## config.mk

```make
export PLATFORM = sky130hd
export DESIGN_NAME = vend_dispense_sequencer
export DESIGN_NICKNAME = d
export VERILOG_FILES = /design/src/rtl/vend_pkg.sv /design/src/rtl/vend_evt_fifo.sv /design/src/rtl/vend_dispense_sequencer.sv
export SDC_FILE = /design/constraint.sdc
export NUM_CORES = 1
export LEC_CHECK = 0
export CAP_MARGIN = 20
export CORE_ASPECT_RATIO = 0.6
export CORE_UTILIZATION = 45
export DETAILED_ROUTE_END_ITERATION = 6
export PLACE_DENSITY = 0.67
export SETUP_SLACK_MARGIN = 0.4
export SYNTH_ARGS = -nofsm -noshare
export SYNTH_HDL_FRONTEND = slang
export SYNTH_HIERARCHICAL = 1
export SYNTH_SLANG_ARGS = --single-unit
```

## constraint.sdc

```tcl
create_clock -name clk -period 3.75 [get_ports clk]
set_clock_uncertainty 0.1 [all_clocks]
set_input_delay 0.75 -clock clk [delete_from_list [all_inputs] [get_ports clk]]
set_output_delay 0.75 -clock clk [all_outputs]
set_load 0.01 [all_outputs]
```

## src/rtl/vend_pkg.sv

```systemverilog
// Shared types for the vending dispense sequencer.
//   state_e  : sequencer FSM states (also exported on the debug port)
//   change_e : change codes carried by a vending event
//   fault_e  : fault codes reported on fault_code_o
//   evt_t    : one queued event {vend, change}
//   coins_of : number of 5-rs coins owed for a change code
package vend_pkg;

  typedef enum logic [2:0] {
    ST_IDLE     = 3'd0,
    ST_DISPENSE = 3'd1,
    ST_COIN     = 3'd2,
    ST_GAP      = 3'd3,
    ST_FAULT    = 3'd4
  } state_e;

  typedef enum logic [1:0] {
    CHG_NONE    = 2'b00,
    CHG_5       = 2'b01,
    CHG_10      = 2'b10,
    CHG_ILLEGAL = 2'b11
  } change_e;

  typedef enum logic [1:0] {
    FLT_NONE = 2'b00,
    FLT_DISP = 2'b01,
    FLT_HOP  = 2'b10
  } fault_e;

  typedef struct packed {
    logic       vend;
    logic [1:0] change;
  } evt_t;

  function automatic logic [1:0] coins_of(input logic [1:0] change);
    logic [1:0] n;
    n = 2'd0;
    if (change == CHG_5)  n = 2'd1;
    if (change == CHG_10) n = 2'd2;
    return n;
  endfunction

endpackage

```

## src/rtl/vend_evt_fifo.sv

```systemverilog
// Event FIFO, QDEPTH entries of evt_t, synchronous.
//   clk, rst   : clock, synchronous active-high reset
//   push_i     : write wdata_i (ignored when full)
//   pop_i      : drop head entry (ignored when empty)
//   flush_i    : discard all entries
//   rdata_o    : head entry (valid when !empty_o)
//   full_o, empty_o, count_o : occupancy status
module vend_evt_fifo
  import vend_pkg::*;
#(
  parameter int QDEPTH = 4
) (
  input  logic                     clk,
  input  logic                     rst,
  input  logic                     push_i,
  input  logic                     pop_i,
  input  logic                     flush_i,
  input  evt_t                     wdata_i,
  output evt_t                     rdata_o,
  output logic                     full_o,
  output logic                     empty_o,
  output logic [$clog2(QDEPTH):0]  count_o
);

  localparam int AW = $clog2(QDEPTH);

  evt_t          mem_q [QDEPTH];
  logic [AW-1:0] wr_ptr_q, rd_ptr_q;
  logic [AW:0]   count_q;
  logic          do_push, do_pop;

  assign full_o  = (count_q == (AW+1)'(QDEPTH));
  assign empty_o = (count_q == '0);
  assign count_o = count_q;
  assign rdata_o = mem_q[rd_ptr_q];
  assign do_push = push_i & ~full_o;
  assign do_pop  = pop_i & ~empty_o;

  // Pointers wrap naturally because QDEPTH is a power of two.
  always_ff @(posedge clk) begin
    if (rst || flush_i) begin
      wr_ptr_q <= '0;
      rd_ptr_q <= '0;
      count_q  <= '0;
    end else begin
      if (do_push) wr_ptr_q <= wr_ptr_q + AW'(1);
      if (do_pop)  rd_ptr_q <= rd_ptr_q + AW'(1);
      count_q <= count_q + (AW+1)'(do_push) - (AW+1)'(do_pop);
    end
  end

  always_ff @(posedge clk) begin
    if (do_push) mem_q[wr_ptr_q] <= wdata_i;
  end

endmodule

```

## src/rtl/vend_dispense_sequencer.sv

```systemverilog
// Drives the bottle dispenser and 5-rs coin hopper from queued vending
// events, with per-handshake timeout supervision.
//   clk, rst                 : clock, synchronous active-high reset
//   evt_valid_i/vend/change  : event from vending FSM; evt_ready_o accepts
//   evt_err_o                : pulse after an illegal change code is offered
//   disp_req_o / disp_ack_i  : dispenser handshake
//   hop_req_o / hop_ack_i    : hopper handshake, one coin each
//   vend_done_o, coin_done_o : one pulse per completed bottle / coin
//   clear_fault_i            : leave FAULT, flushing the queue
//   fault_o, fault_code_o    : sticky fault and its cause
//   busy_o, count_o          : activity and queue occupancy
//   dbg_state_o              : current FSM state
//
// Handshakes: an event transfers on a clock edge where evt_valid_i and
// evt_ready_o are both high. An actuator req stays high until the edge
// where its ack is sampled high; acks are ignored while their req is low.
module vend_dispense_sequencer
  import vend_pkg::*;
#(
  parameter int QDEPTH  = 4,
  parameter int TIMEOUT = 255
) (
  input  logic                     clk,
  input  logic                     rst,
  input  logic                     evt_valid_i,
  input  logic                     evt_vend_i,
  input  logic [1:0]               evt_change_i,
  output logic                     evt_ready_o,
  output logic                     evt_err_o,
  output logic                     disp_req_o,
  input  logic                     disp_ack_i,
  output logic                     hop_req_o,
  input  logic                     hop_ack_i,
  output logic                     vend_done_o,
  output logic                     coin_done_o,
  input  logic                     clear_fault_i,
  output logic                     fault_o,
  output logic [1:0]               fault_code_o,
  output logic                     busy_o,
  output logic [$clog2(QDEPTH):0]  count_o,
  output state_e                   dbg_state_o
);

  localparam int TW = $clog2(TIMEOUT + 1);

  state_e        state_q, state_d;
  logic [TW-1:0] timer_q, timer_d;
  logic [1:0]    coins_q, coins_d;
  logic [1:0]    fault_code_q, fault_code_d;
  logic          vend_done_q, vend_done_d;
  logic          coin_done_q, coin_done_d;
  logic          err_q;

  logic fifo_push, fifo_pop, fifo_flush, fifo_full, fifo_empty;
  evt_t fifo_head, fifo_wdata;

  assign evt_ready_o = ~fifo_full & (state_q != ST_FAULT);
  assign fifo_wdata  = '{vend: evt_vend_i, change: evt_change_i};
  // Events that ask for nothing are dropped rather than queued.
  assign fifo_push   = evt_valid_i & evt_ready_o &
                       (evt_change_i != CHG_ILLEGAL) &
                       (evt_vend_i | (evt_change_i != CHG_NONE));

  vend_evt_fifo #(.QDEPTH(QDEPTH)) u_fifo (
    .clk     (clk),
    .rst     (rst),
    .push_i  (fifo_push),
    .pop_i   (fifo_pop),
    .flush_i (fifo_flush),
    .wdata_i (fifo_wdata),
    .rdata_o (fifo_head),
    .full_o  (fifo_full),
    .empty_o (fifo_empty),
    .count_o (count_o)
  );

  always_ff @(posedge clk) begin
    if (rst) begin
      state_q      <= ST_IDLE;
      timer_q      <= '0;
      coins_q      <= '0;
      fault_code_q <= FLT_NONE;
      vend_done_q  <= 1'b0;
      coin_done_q  <= 1'b0;
      err_q        <= 1'b0;
    end else begin
      state_q      <= state_d;
      timer_q      <= timer_d;
      coins_q      <= coins_d;
      fault_code_q <= fault_code_d;
      vend_done_q  <= vend_done_d;
      coin_done_q  <= coin_done_d;
      err_q        <= evt_valid_i & evt_ready_o & (evt_change_i == CHG_ILLEGAL);
    end
  end

  always_comb begin
    state_d      = state_q;
    timer_d      = timer_q;
    coins_d      = coins_q;
    fault_code_d = fault_code_q;
    vend_done_d  = 1'b0;
    coin_done_d  = 1'b0;
    fifo_pop     = 1'b0;
    fifo_flush   = 1'b0;
    case (state_q)
      ST_IDLE: begin
        if (!fifo_empty) begin
          fifo_pop = 1'b1;
          coins_d  = coins_of(fifo_head.change);
          timer_d  = '0;
          state_d  = fifo_head.vend ? ST_DISPENSE : ST_COIN;
        end
      end
      ST_DISPENSE: begin
        if (disp_ack_i) begin
          vend_done_d = 1'b1;
          state_d     = (coins_q != 2'd0) ? ST_GAP : ST_IDLE;
        end else if (timer_q == TW'(TIMEOUT)) begin
          state_d      = ST_FAULT;
          fault_code_d = FLT_DISP;
        end else begin
          timer_d = timer_q + TW'(1);
        end
      end
      ST_COIN: begin
        if (hop_ack_i) begin
          coin_done_d = 1'b1;
          coins_d     = coins_q - 2'd1;
          state_d     = (coins_q > 2'd1) ? ST_GAP : ST_IDLE;
        end else if (timer_q == TW'(TIMEOUT)) begin
          state_d      = ST_FAULT;
          fault_code_d = FLT_HOP;
        end else begin
          timer_d = timer_q + TW'(1);
        end
      end
      ST_GAP: begin
        timer_d = '0;
        state_d = ST_COIN;
      end
      ST_FAULT: begin
        if (clear_fault_i) begin
          fifo_flush   = 1'b1;
          fault_code_d = FLT_NONE;
          state_d      = ST_IDLE;
        end
      end
      default: state_d = ST_IDLE;
    endcase
  end

  assign disp_req_o   = (state_q == ST_DISPENSE);
  assign hop_req_o    = (state_q == ST_COIN);
  assign fault_o      = (state_q == ST_FAULT);
  assign fault_code_o = fault_code_q;
  assign vend_done_o  = vend_done_q;
  assign coin_done_o  = coin_done_q;
  assign evt_err_o    = err_q;
  assign busy_o       = (state_q != ST_IDLE) | ~fifo_empty;
  assign dbg_state_o  = state_q;

endmodule
```

==> summary.txt <==
Worst setup path
  • Setup slack, reg-to-reg: 840 ps
  • Worst r2r src: dbg_state_o[2]$_SDFFE_PP0P_
  • Endpoint type of the worst setup path: flop
  • Largest stage delay on the critical path: 590 ps
  • Type of origin of the critical path: primary input
  • Crit Path Max Fanout: 6
  • Critical Path RT: 3800 ps
  • R2R Path End: u_fifo/count_o[2]$_SDFF_PP0_
  • Slowest CP cell: clkdlybuf4s50_1
  • Setup crit start: evt_change_i[1]
  • R2r worst-path depth: 13
  • CP Cell Sequence: clkdlybuf4s50_1 -> nor3_1 -> nor3b_2 -> and2_4 -> inv_1 -> ha_1 -> inv_1 -> ha_1 -> fa_1 -> xnor2_1 -> xnor2_1 -> nor3_1
  • Worst path arrival time: 3150 ps
  • Critical path class: primary input to flop

Routing
  • Total length of routed wires: 4480 um
  • WL per Instance: 15.2 um
  • Vias/cell: 5.52
  • Initial drt markers: 125
  • Vias: 1623
  • First-pass iteration count of the detailed router: 6
  • DRT antenna net count: 0
  • Number of remaining DRC errors: 0

Synthesis
  • Post-Syn Instances: 203
  • Sequential share of the synthesized area: 44.4%
  • Synth Register Bits: 39
  • Mean post-synth cell area: 9.98 um^2
  • Post-Syn Area: 2030 um^2
  • Synth Net Count: 222
  • Distinct cell type count after synthesis: 47
  • Post-synth EDFFs: 12
  • Top post-synthesis cells by area: dfxtp_1 27%, edfxtp_1 18%, ha_1 5.6%
  • Synth async-reset ratio: 0%
  • Most used DFF post-synth: dfxtp_1
  • YS warnings: 6
  • Area leader, netlist: dfxtp_1
  • Yosys top cell area share: 26.7%

Worst hold path
  • Hold Crit Start: fault_code_o[1]$_SDFFE_PP0P_
  • Hold/Removal Path Class: flop to flop
  • Hold Path Depth: 2
  • Hold EP: fault_code_o[1]$_SDFFE_PP0P_

CTS
  • Root buf cell: clkbuf_8
  • Worst skew pair latency: 290 ps
  • H-tree lvl count: 2
  • Reg clk slew, reported paths: 80 ps
  • Clock sink total: 39
  • Post-CTS setup buffer count: 0
  • CTS Buf Count: 5
  • # hold bufs at CTS: 0
  • CTS tree: done
  • Clock Path Buffers: 2

Power and ir drop
  • Comb pwr share: 47.8%
  • Peak VDD IR: 0.000344 V
  • Total power: 1.60 mW
  • Internal power: 994 uW
  • Pwr dens: 651 nW/um^2
  • NetSw: 603 uW
  • Static Leak: 0.918 nW
  • Flop pwr share: 34.7%
  • Switching fraction of total power: 37.7%
  • Clock share of power: 17.5%

STA
  • Final hold viol count: 0
  • Peak Freq: 323 MHz
  • Slew Viols, Final: 0
  • Minimum clock period: 3100 ps
  • Max-slew headroom: 53.6%
  • Final period utilization: 82.6%
  • Worst setup margin: 651 ps
  • Count of final setup violators: 0
  • Worst Tran Pin Value: 693 ps
  • Setup_tns: 0 ps
  • RSZ-0062 raised after global routing: no

Layout
  • Final #Nets: 252
  • Layout cells sized above 1: 12.8%
  • # diodes: 0
  • Fill cell count: 367
  • Fin util: 58.2%
  • Syn-to-layout area delta: 20.9%
  • Post-route insts no fill: 294

Floorplan
  • Core Area: 4210 um^2
  • Initial Util: 48.1%
  • Io pins: 25
  • Core Rows: 18
  • Die width: 88.6 um
  • Die Span Y: 54.0 um
  • Die area: 4790 um^2

GRT
  • Vias in the first global route: 1423
  • First-pass GRT wire length: 7120 um
  • Largest net degree at the start of global routing: 19
  • Total track usage: 20.6%
  • Antenna violations before repair: 0
  • Overflow after GRT: 0

Outcome
  • Status: finished clean

Placement
  • DP HPWL: 3420 um
  • I/O Buffers: 24
  • Routability cong.: 0.790
  • Placement Setup Slack: 268 ps
  • Placed cells: 286

Run
  • Max-Cap Viols: 0
-- flip-flops by register name, indices dropped and copies added, names as in the netlist, 2 cells and up, named ones only --
signal	count
u_fifo/rd_ptr_q	2
timer_q	8
u_fifo/count_o	3
fault_code_o	2
u_fifo/mem_q	12
coins_q	2
u_fifo/wr_ptr_q	2
dbg_state_o	3
-- synthesized netlist by cell type, drive strengths merged, types with 6 or more instances --
cell	instances
edfxtp	12
dfxtp	27
ha	9
nor3	8
inv	15
mux2i	10
nand2b	6
nand2	17
nor2	7
a21oi	11
or4	6
-- worst max path at each step --
stage                                               to  slack (ps)  cells after the start
after global placement    u_fifo/count_o[2]$_SDFF_PP0_         350                     12
after floorplan           u_fifo/count_o[2]$_SDFF_PP0_         580                     15
final                     u_fifo/count_o[2]$_SDFF_PP0_         650                     12
after CTS                 u_fifo/count_o[2]$_SDFF_PP0_         560                     12
after detailed placement  u_fifo/count_o[2]$_SDFF_PP0_         270                     12
after global routing      u_fifo/count_o[2]$_SDFF_PP0_         440                     12
-- per-stage QoR --
stage | instance area (um^2) | hold WS [ps]
final | 2450 | 375
after floorplan | 2030 | 351
after global placement | 2360 | 358
after global routing | 2450 | 402
after CTS | 2440 | 381
after detailed placement | 2360 | 364
-- power groups by stage --
stage	Combinational [mW]	Clock [mW]	Sequential, mW
2_1_floorplan	0.487	0	0.564
3_3_place_gp	0.726	0	0.557
3_5_place_dp	0.756	0	0.562
4_1_cts	0.761	0.285	0.553
5_1_grt	0.848	0.303	0.565
6_report	0.763	0.280	0.554
-- placed cells by master, fill, tap and decap left out, types with 4 or more instances in the layout --
cell / instances
and3_2: 4
nor3_1: 8
nand2b_1: 6
inv_1: 15
o31ai_1: 4
nand2_1: 17
nor4_1: 5
ha_1: 9
buf_4: 6
nand3_1: 4
dfxtp_1: 27
o21ai_0: 4
mux2i_1: 10
clkbuf_8: 5
a21oi_1: 11
clkdlybuf4s50_1: 24
edfxtp_1: 12
nor2_1: 7
-- what timing repair did --
| item | 4_1_cts | 5_1_grt |
|---|---|---|
| endpoints found under the hold margin | 0 | 0 |
| endpoints found under the setup margin | 0 | 1 |
| resized for setup | 0 | 2 |
-- worst max-delay path, delay by kind of cell --
family                   cells  cell delay, ps
buffers and inverters        3             670
adder cells (fa/ha/maj)      3             830
AND/OR/NAND/NOR              4             560
XOR/XNOR                     2             330
-- routing by layer --
| metal | up-vias | GRT usage [%] | routed length [um] |
|---|---|---|---|
| met5 | - | 0 | 0 |
| li1 | 804 | - | - |
| met3 | 4 | 4.91 | 314 |
| met4 | 0 | 4.84 | 18 |
| met1 | 749 | 31.1 | 2280 |
| met2 | 66 | 29.2 | 1870 |
-- cell type report --
class                      instances  area, um^2  share of cell area (%)
multi-input combinational        142        1050                    42.8
timing repair buffer              30         285                    11.6
tap                               60        75.1                    3.06
sequential                        39         901                    36.8
clock buffer                       6        72.6                    2.96
clock inverter                     2        12.5                   0.510
inverter                          15        56.3                    2.30
-- logic make-up after synthesis --
family	after synthesis	synth area share, %
xor gates and xnor gates	4	1.73
AOI/OAI and AO/OA	29	8.83
adders and majority gates	10	6.54
muxes	13	8.27
buffers and inverters	22	4.32
and+or+nand+nor	86	25.9
DFF	39	44.4
Note: power is estimated with default switching activity, not from simulation.
